--- config.mk ---
export PLATFORM = sky130hd
export DESIGN_NAME = seg7_scan_display
export DESIGN_NICKNAME = d
export VERILOG_FILES = /design/src/rtl/seg7_pkg.sv /design/src/rtl/hex7seg.sv /design/src/rtl/seg7_scan_display.sv
export SDC_FILE = /design/constraint.sdc
export NUM_CORES = 1
export LEC_CHECK = 0
export ABC_AREA = 1
export CORE_MARGIN = 4
export CORE_UTILIZATION = 50
export DETAILED_ROUTE_END_ITERATION = 8
export PLACE_DENSITY_LB_ADDON = 0.2
export SLEW_MARGIN = 10
export SYNTH_ARGS = -nofsm -noshare
export SYNTH_HDL_FRONTEND = slang
export SYNTH_HIERARCHICAL = 1
export SYNTH_SLANG_ARGS = --single-unit
--- constraint.sdc ---
create_clock -name clk -period 2.8 [get_ports clk]
set_input_delay 0.56 -clock clk [delete_from_list [all_inputs] [get_ports clk]]
set_output_delay 0.56 -clock clk [all_outputs]
set_load 0.01 [all_outputs]
--- src/rtl/seg7_pkg.sv ---
// Shared constants and helpers for the scanned 7-segment display driver.
package seg7_pkg;

    // Supported digit-count range.
    localparam int unsigned DIG_MIN = 2;
    localparam int unsigned DIG_MAX = 8;

    // Active-high gfedcba glyphs, indexed by nibble value (entry 0 is the rightmost).
    localparam logic [15:0][6:0] SEG_LUT = {
        7'h71, 7'h79, 7'h5E, 7'h39, 7'h7C, 7'h77, 7'h6F, 7'h7F,
        7'h07, 7'h7D, 7'h6D, 7'h66, 7'h4F, 7'h5B, 7'h06, 7'h3F
    };

    // Clocks spent on each digit.
    function automatic int unsigned calc_div(input int unsigned fclk_khz,
                                             input int unsigned fdwell_khz);
        return fclk_khz / fdwell_khz;
    endfunction

endpackage

--- src/rtl/hex7seg.sv ---
// Combinational nibble to active-high gfedcba decoder.
module hex7seg
    import seg7_pkg::*;
(
    input  logic [3:0] nib_i,
    output logic [6:0] seg_o
);

    assign seg_o = SEG_LUT[nib_i];

endmodule

--- src/rtl/seg7_scan_display.sv ---
// Time-multiplexed N-digit hex display with frame snapshot, LZ blanking, PWM and dead time.
module seg7_scan_display
    import seg7_pkg::*;
#(
    parameter int unsigned N_DIG      = 4,
    parameter int unsigned FCLK_KHZ   = 50000,
    parameter int unsigned FDWELL_KHZ = 1,
    parameter int unsigned PWM_BITS   = 4,
    parameter int unsigned ACTIVE_LOW = 1
) (
    input  logic                  clk,
    input  logic                  rst,
    input  logic [4*N_DIG-1:0]    dat,
    input  logic [N_DIG-1:0]      dp_mask,
    input  logic                  lz_en,
    input  logic                  en,
    input  logic [PWM_BITS-1:0]   bright,
    output logic [N_DIG-1:0]      AN,
    output logic [6:0]            seg,
    output logic                  seg_P,
    output logic                  frame_tick
);

    localparam int unsigned DIV   = calc_div(FCLK_KHZ, FDWELL_KHZ);
    localparam int unsigned PRE_W = $clog2(DIV);
    localparam int unsigned PTR_W = $clog2(N_DIG);
    localparam logic        POL   = (ACTIVE_LOW != 32'd0);

    // Elaboration-time parameter sanity.
    if (N_DIG < DIG_MIN || N_DIG > DIG_MAX) begin : g_bad_ndig
        $error("seg7_scan_display: N_DIG out of range");
    end
    if (DIV < 2) begin : g_bad_div
        $error("seg7_scan_display: DIV must be at least 2");
    end

    logic [PRE_W-1:0]    pre_q,  pre_d;
    logic [PTR_W-1:0]    ptr_q,  ptr_d;
    logic [PWM_BITS-1:0] pwm_q,  pwm_d;
    logic [4*N_DIG-1:0]  sdat_q, sdat_d;
    logic [N_DIG-1:0]    sdp_q,  sdp_d;
    logic                dead_q, dead_d;
    logic [N_DIG-1:0]    an_q,   an_d;
    logic [6:0]          seg_q,  seg_d;
    logic                dp_q,   dp_d;
    logic                ft_q,   ft_d;

    logic                ce_c;
    logic                wrap_c;
    logic [3:0]          nib_c;
    logic                dpsel_c;
    logic [N_DIG-1:0]    sel_c;
    logic                nz_c;
    logic                supp_c;
    logic                on_c;
    logic [6:0]          dec_c;

    // Glyph for the currently selected shadow nibble.
    hex7seg u_dec (
        .nib_i (nib_c),
        .seg_o (dec_c)
    );

    // Next-state for scan counters, snapshot and registered pin drive.
    always_comb begin
        pre_d   = pre_q;
        ptr_d   = ptr_q;
        pwm_d   = pwm_q + PWM_BITS'(1);
        sdat_d  = sdat_q;
        sdp_d   = sdp_q;
        dead_d  = 1'b0;
        ft_d    = 1'b0;
        nib_c   = 4'h0;
        dpsel_c = 1'b0;
        sel_c   = '0;
        nz_c    = 1'b0;

        ce_c   = (pre_q == PRE_W'(DIV - 1));
        wrap_c = (ptr_q == PTR_W'(N_DIG - 1));

        pre_d = ce_c ? '0 : pre_q + PRE_W'(1);
        if (ce_c) begin
            ptr_d  = wrap_c ? '0 : ptr_q + PTR_W'(1);
            dead_d = 1'b1;
            if (wrap_c) begin
                sdat_d = dat;
                sdp_d  = dp_mask;
                ft_d   = 1'b1;
            end
        end

        // Select current digit and detect any nonzero nibble at or above it.
        for (int j = 0; j < int'(N_DIG); j++) begin
            if (PTR_W'(j) == ptr_q) begin
                nib_c    = sdat_q[4*j +: 4];
                dpsel_c  = sdp_q[j];
                sel_c[j] = 1'b1;
            end
            if (PTR_W'(j) >= ptr_q && sdat_q[4*j +: 4] != 4'h0) begin
                nz_c = 1'b1;
            end
        end

        supp_c = lz_en && (ptr_q != '0) && !nz_c;
        on_c   = en && !dead_q && (pwm_q <= bright) && !supp_c;

        an_d  = (on_c ? sel_c : '0) ^ {N_DIG{POL}};
        seg_d = dec_c ^ {7{POL}};
        dp_d  = dpsel_c ^ POL;
    end

    // State and output registers with synchronous reset to inactive levels.
    always_ff @(posedge clk) begin
        if (rst) begin
            pre_q  <= '0;
            ptr_q  <= '0;
            pwm_q  <= '0;
            sdat_q <= '0;
            sdp_q  <= '0;
            dead_q <= 1'b0;
            an_q   <= {N_DIG{POL}};
            seg_q  <= {7{POL}};
            dp_q   <= POL;
            ft_q   <= 1'b0;
        end else begin
            pre_q  <= pre_d;
            ptr_q  <= ptr_d;
            pwm_q  <= pwm_d;
            sdat_q <= sdat_d;
            sdp_q  <= sdp_d;
            dead_q <= dead_d;
            an_q   <= an_d;
            seg_q  <= seg_d;
            dp_q   <= dp_d;
            ft_q   <= ft_d;
        end
    end

    assign AN         = an_q;
    assign seg        = seg_q;
    assign seg_P      = dp_q;
    assign frame_tick = ft_q;

endmodule
After elaboration in Yosys (flattened, before gate mapping)
Memories as Yosys holds them, arrays and structs flattened. Cells that the tools add are included.

Bits in registers: 56. Memory bits (read-only): 112. Output and inout port bits: 13. Memories: 1.

Add/subtract/negate cells: 3. Order comparisons: 6. Eq/ne operators: 5. Mux-type cells: 21. Bitwise operators: 4. Reductions and logical operators: 21.

Memories: (name not given) (words 16, width 7, read ports 1, clocked after Yosys merged registers in 0, wr ports 0, RTL line hex7seg.sv:9) `assign seg_o = SEG_LUT[nib_i];`.

Operator list (number): 4-bit 2-to-1 mux (5); 16-bit by 1-bit adder with 16-bit output (second input constant) (1); 16-bit == test (second input constant) (1); 4-bit nonzero test (4); 1-bit 2-to-1 mux (14); 1-bit logical AND (9); 7-bit 2-to-1 mux (1); 7-bit NOT (1); 4-bit by 5-bit less-than comparator with 1-bit output (second input constant) (1); 4-bit by 1-bit adder with 4-bit output (second input constant) (1); 2-bit == test (first input constant) (2); 1-bit by 2-bit greater-or-equal comparator with 1-bit output (first input constant) (2); 2-bit greater-or-equal comparator (first input constant) (2); 4-bit <= comparator (1); 4-bit NOT (1); 2-bit OR reduction (2); 1-bit logical NOT (3); 2-bit by 1-bit adder with 2-bit output (second input constant) (1); 1-bit by 2-bit == test with 1-bit output (first input constant) (1); 2-bit == test (second input constant) (1); 2-bit logical NOT (1); 2-bit 2-to-1 mux (1); 1-bit NOT (2); 2-bit AND reduction (1); 2-bit nonzero test (1).

Depth between registers and ports, before layout
Depth after elaboration: 12. Depth in mapped cells: 15. Mapped depth without buffers: 14.

Modules after synthesis
Netlist, hierarchy kept.

By module, submodules not included: seg7_scan_display (times used 1, cells an instance 364, area an instance 2611.3 sq um); hex7seg (times used 1, cells an instance 52, area an instance 270.3 sq um).

Worst setup path after synthesis
No wires, ideal clock.

Path type: register -> register. Start point: register ptr_q[1]. End point: register seg_q[3], in the netlist seg[3]. Setup time: 130 ps. Data arrival time: 2036 ps. Data required time: 2670 ps. Path slack: 635 ps. Stages on the path, launching flop included: 14. Buffers on the path: 1. Cells stage by stage: dfxtp_1 > inv_1 > ha_1 > inv_1 > clkbuf_1 > o211ai_1 > a22oi_1 > inv_1 > ha_1 > nand2_1 > o21ai_0 > nand2_1 > nand2_1 > nand2_1.

Longest elaborated chain between the ends: 8.

Ends and longest elaborated chain: start: declaration (RTL line seg7_scan_display.sv:38) `logic [PTR_W-1:0] ptr_q, ptr_d;`; start signal: assignment (RTL line seg7_scan_display.sv:127) `ptr_q <= ptr_d;`; 2-bit logical NOT (RTL line seg7_scan_display.sv:94) `if (PTR_W'(j) == ptr_q) begin`; 4-bit 2-to-1 mux (3 in a row) (RTL line seg7_scan_display.sv:94); 4-bit 2-to-1 mux * (RTL line seg7_scan_display.sv:94); via nib_c[1] (RTL line seg7_scan_display.sv:50) `logic [3:0] nib_c;`; memory 16 x 7 bit *; 7-bit 2-to-1 mux (not written as such) * (RTL line hex7seg.sv:9); via dec_c[3] (RTL line seg7_scan_display.sv:56) `logic [6:0] dec_c;`; 7-bit NOT (no source line) *; end signal: assignment (RTL line seg7_scan_display.sv:122) `seg_q <= {7{POL}};`; end signal: assignment (RTL line seg7_scan_display.sv:133) `seg_q <= seg_d;`; end: declaration (RTL line seg7_scan_display.sv:44) `logic [6:0] seg_q, seg_d;`.

Mark *: on every way through the listed nets, which the timed path passes. The rest lies on a longest branch. The select of a mux whose other input is x is not followed. A chain may end at the register's enable or synchronous reset.

Final worst setup path
Start point: register ptr_q[0]. End point: register seg_q[3], in the netlist seg[3].

The elaborated chain is that of the path after synthesis.

==> metrics.md <==
| Metric | Value |
|---|---|
| Status | completed |
| Layout Nets | 498 |
| Yosys cell types | 28 |
| Leading cell type in the layout, fill and taps excluded | nand2_1 |
| Num CTS Buffers | 5 |
| Arrival time at the worst endpoint | 2.60 ns |
| CTS max path bufs | 2 |
| DIE WIDTH | 83.9 microns |
| RSZ-0062 raised after global routing | false |
| #FFs+latches synth | 56 |
| Pins over their slew limit | 0 |
| Total Power | 1450 uW |
| Slack of the worst reg-to-reg path | 0.39 ns |
| Syn_nets | 462 |
| Clock sink count | 56 |
| Final Instance Area | 3420 sq um |
| Area Growth Syn to Fin | 18.7% |
| Worst Clk Skew | 0.00455 ns |
| Min Tclk post-route | 2.41 ns |
| Routed WL per cell | 10.9 microns |
| Cell family with most CP delay | adder cells |
| Initial drt markers | 132 |
| Clock-pin slew on the worst setup and hold paths | 0.10 ns |
| Number of diodes | 0 |
| Initial Util | 0.520 |
| CTS tree | yes |
| Net switching power | approximately 310 uW |
| Syn Area/Cell | 6.93 sq um |
| Drt via density | 4.77 |
| Max FO, Critical Path | 6 |
| Rows | 27 |
| Final hold vios | 0 |
| Sequential share of power | 0.564 |
| Crit share post-route | 0.860 |
| Grt ovf | 0 |
| HP Class | register to register |
| Final wirelength | roughly 5700 microns |
| Max cap viols | 0 |
| Worst endpoint required time | 2.99 ns |
| Die area | slightly above 7000 sq um |
| Sw Share | 0.216 |
| Worst path slowest cell | dfxtp_1 |
| CP endpoint kind | register |
| Synth warn | 6 |
| H-tree lvl count | 2 |
| Post-DP HPWL | 4430 microns |
| Setup violators final | 0 |
| CORE AREA | 5540 sq um |
| WP buf/inv | 3 |
| Clock root buffer | clkbuf_8 |
| Post-synthesis cell area | 2880 sq um |
| Total GRT Usage | 0.170 |
| DRC | 0 |
| Fin Hold WS | between 0.4 and 0.5 ns |
| LEAKAGE | 0.00154 uW |
| Chip height | about 84 microns |
| Pint | roughly 1100 uW |
| Synth Instances | around 420 |
| Core Util, Final | 0.617 |
| Final Wtd Congestion | 0.864 |
| Max Fclk | 0.415 GHz |
| Cell Pwr Density | approximately 420 nW/um^2 |
| Routed Antenna Nets | 0 |
| Worst skew pair latency | 0.31 ns |
| Post-cts sizing count | 0 |
| Comb power frac | 0.067 |
| Slowest cell delay on critical path | about 0.44 ns |
| Crit-path cells | inv_1 -> ha_1 -> inv_1 -> o211ai_1 -> a22oi_1 -> inv_1 -> ha_1 -> nand2_1 -> o21ai_0 -> nand2_1 -> nand2_1 -> nand2_1 |
| Via Count | 2503 |
| Clock share of power | 0.370 |
| Global-route wire length before repair | about 10000 microns |
| Hold buffer count at cts | 0 |
| Sequential share of the synthesized area | 0.389 |
| Placed Area | 3310 sq um |
| Tightest Pin Transition | 0.816 ns |
| Port Buf Inserts | 40 |
| Startpoint types | register |
| Share of layout cells above drive strength 1 | 0.0684 |
| Most used cell along the critical path | nand2_1 |
| First-pass DRT Iterations | 4 |
| Max IR drop VDD | 292 uV |
| Pin count of the biggest net entering global routing | 40 |
| Io pins | just over 40 |
| Setup CP Type | register to register |
| Post-CTS Setup Repair Bufs | 0 |
| Slew Limit Headroom | 0.456 |
| Commonest non-fill, non-tap cells in the layout | 113 x nand2_1, 60 x nor2_1, 56 x dfxtp_1, 56 x inv_1, 40 x clkdlybuf4s50_1 |
| Post-Route Setup TNS | 0 ns |
| Initial antenna violation count | 0 |
| Vias in the first global route | 2319 |
-- routing by layer --
layer / track usage / vias up / wire [microns]
met3: 0.0405 / 8 / 280
met2: 0.275 / 51 / 2500
met4: 0.0453 / 0 / 72
met5: 0 / - / 0
li1: - / 1354 / -
met1: 0.226 / 1090 / 2850
-- power groups by stage --
stage,Clock [uW],Sequential (uW),Combinational [uW]
global placement,0,834,95.0
finish,536,816,96.3
floorplan,0,837,36.6
detailed placement,0,835,97.4
CTS,556,816,97.9
global route,585,819,107
-- metrics by stage --
stage / setup WS, ns / cells
global route: 0.102 / 525
detailed placement: 0.411 / 517
floorplan: 0.635 / 416
finish: 0.392 / 525
CTS: 0.372 / 525
global placement: 0.539 / 517
-- worst paths after layout --
| kind | startpoint | end | cells past startpoint |
|---|---|---|---|
| max | ptr_q[0] | seg[3] | 12 |
| min | pre_q[0] | pre_q[0] | 1 |
| max reg2reg | ptr_q[0] | seg[3] | 12 |
| min reg2reg | pre_q[0] | pre_q[0] | 1 |
-- final cells by class --
type                       count  area, sq um
fill                         531         2120
multi-input combinational    289         1470
sequential                    56         1120
timing repair buffer          41          408
inverter                      59          221
tap                           72         90.1
clock buffer                   5         68.8
clock inverter                 3         46.3
-- cell usage after synthesis --
| cell | number | area (sq um) |
|---|---|---|
| a21oi_1 | 20 | 100 |
| a22oi_1 | 4 | 30.0 |
| and2_1 | 1 | 6.26 |
| buf_2 | 5 | 25.0 |
| buf_4 | 2 | 15.0 |
| buf_6 | 2 | 22.5 |
| clkbuf_1 | 3 | 11.3 |
| dfxtp_1 | 56 | 1120 |
| ha_1 | 18 | 225 |
| inv_1 | 56 | 210 |
| inv_2 | 3 | 11.3 |
| nand2_1 | 113 | 424 |
| nand2_2 | 3 | 18.8 |
| nand3_1 | 14 | 70.1 |
| nand3_2 | 2 | 20.0 |
| nand3b_1 | 2 | 15.0 |
| nand4_1 | 10 | 62.6 |
| nor2_1 | 60 | 225 |
| nor2_2 | 11 | 68.8 |
| nor2_4 | 2 | 22.5 |
| nor3_1 | 3 | 15.0 |
| o211ai_1 | 5 | 37.5 |
| o21ai_0 | 13 | 65.1 |
| o21ai_1 | 1 | 5.00 |
| or2_0 | 2 | 12.5 |
| or2_2 | 1 | 6.26 |
| xnor2_1 | 1 | 8.76 |
| xor2_1 | 3 | 26.3 |
-- logic make-up after synthesis --
group | synth area share
buf+inv | 0.102
fa+ha+maj | 0.0782
xor+xnor | 0.0122
compound gates | 0.0825
simple gates | 0.336
flops | 0.389
-- sequential cells by signal, summed over array words and instances, names as in the netlist --
name	flops
pre_q	16
sdp_q	4
frame_tick	1
seg_P	1
seg	7
AN	4
sdat_q	16
ptr_q	2
pwm_q	4
dead_q	1
Power figures use the tool's default switching activity.
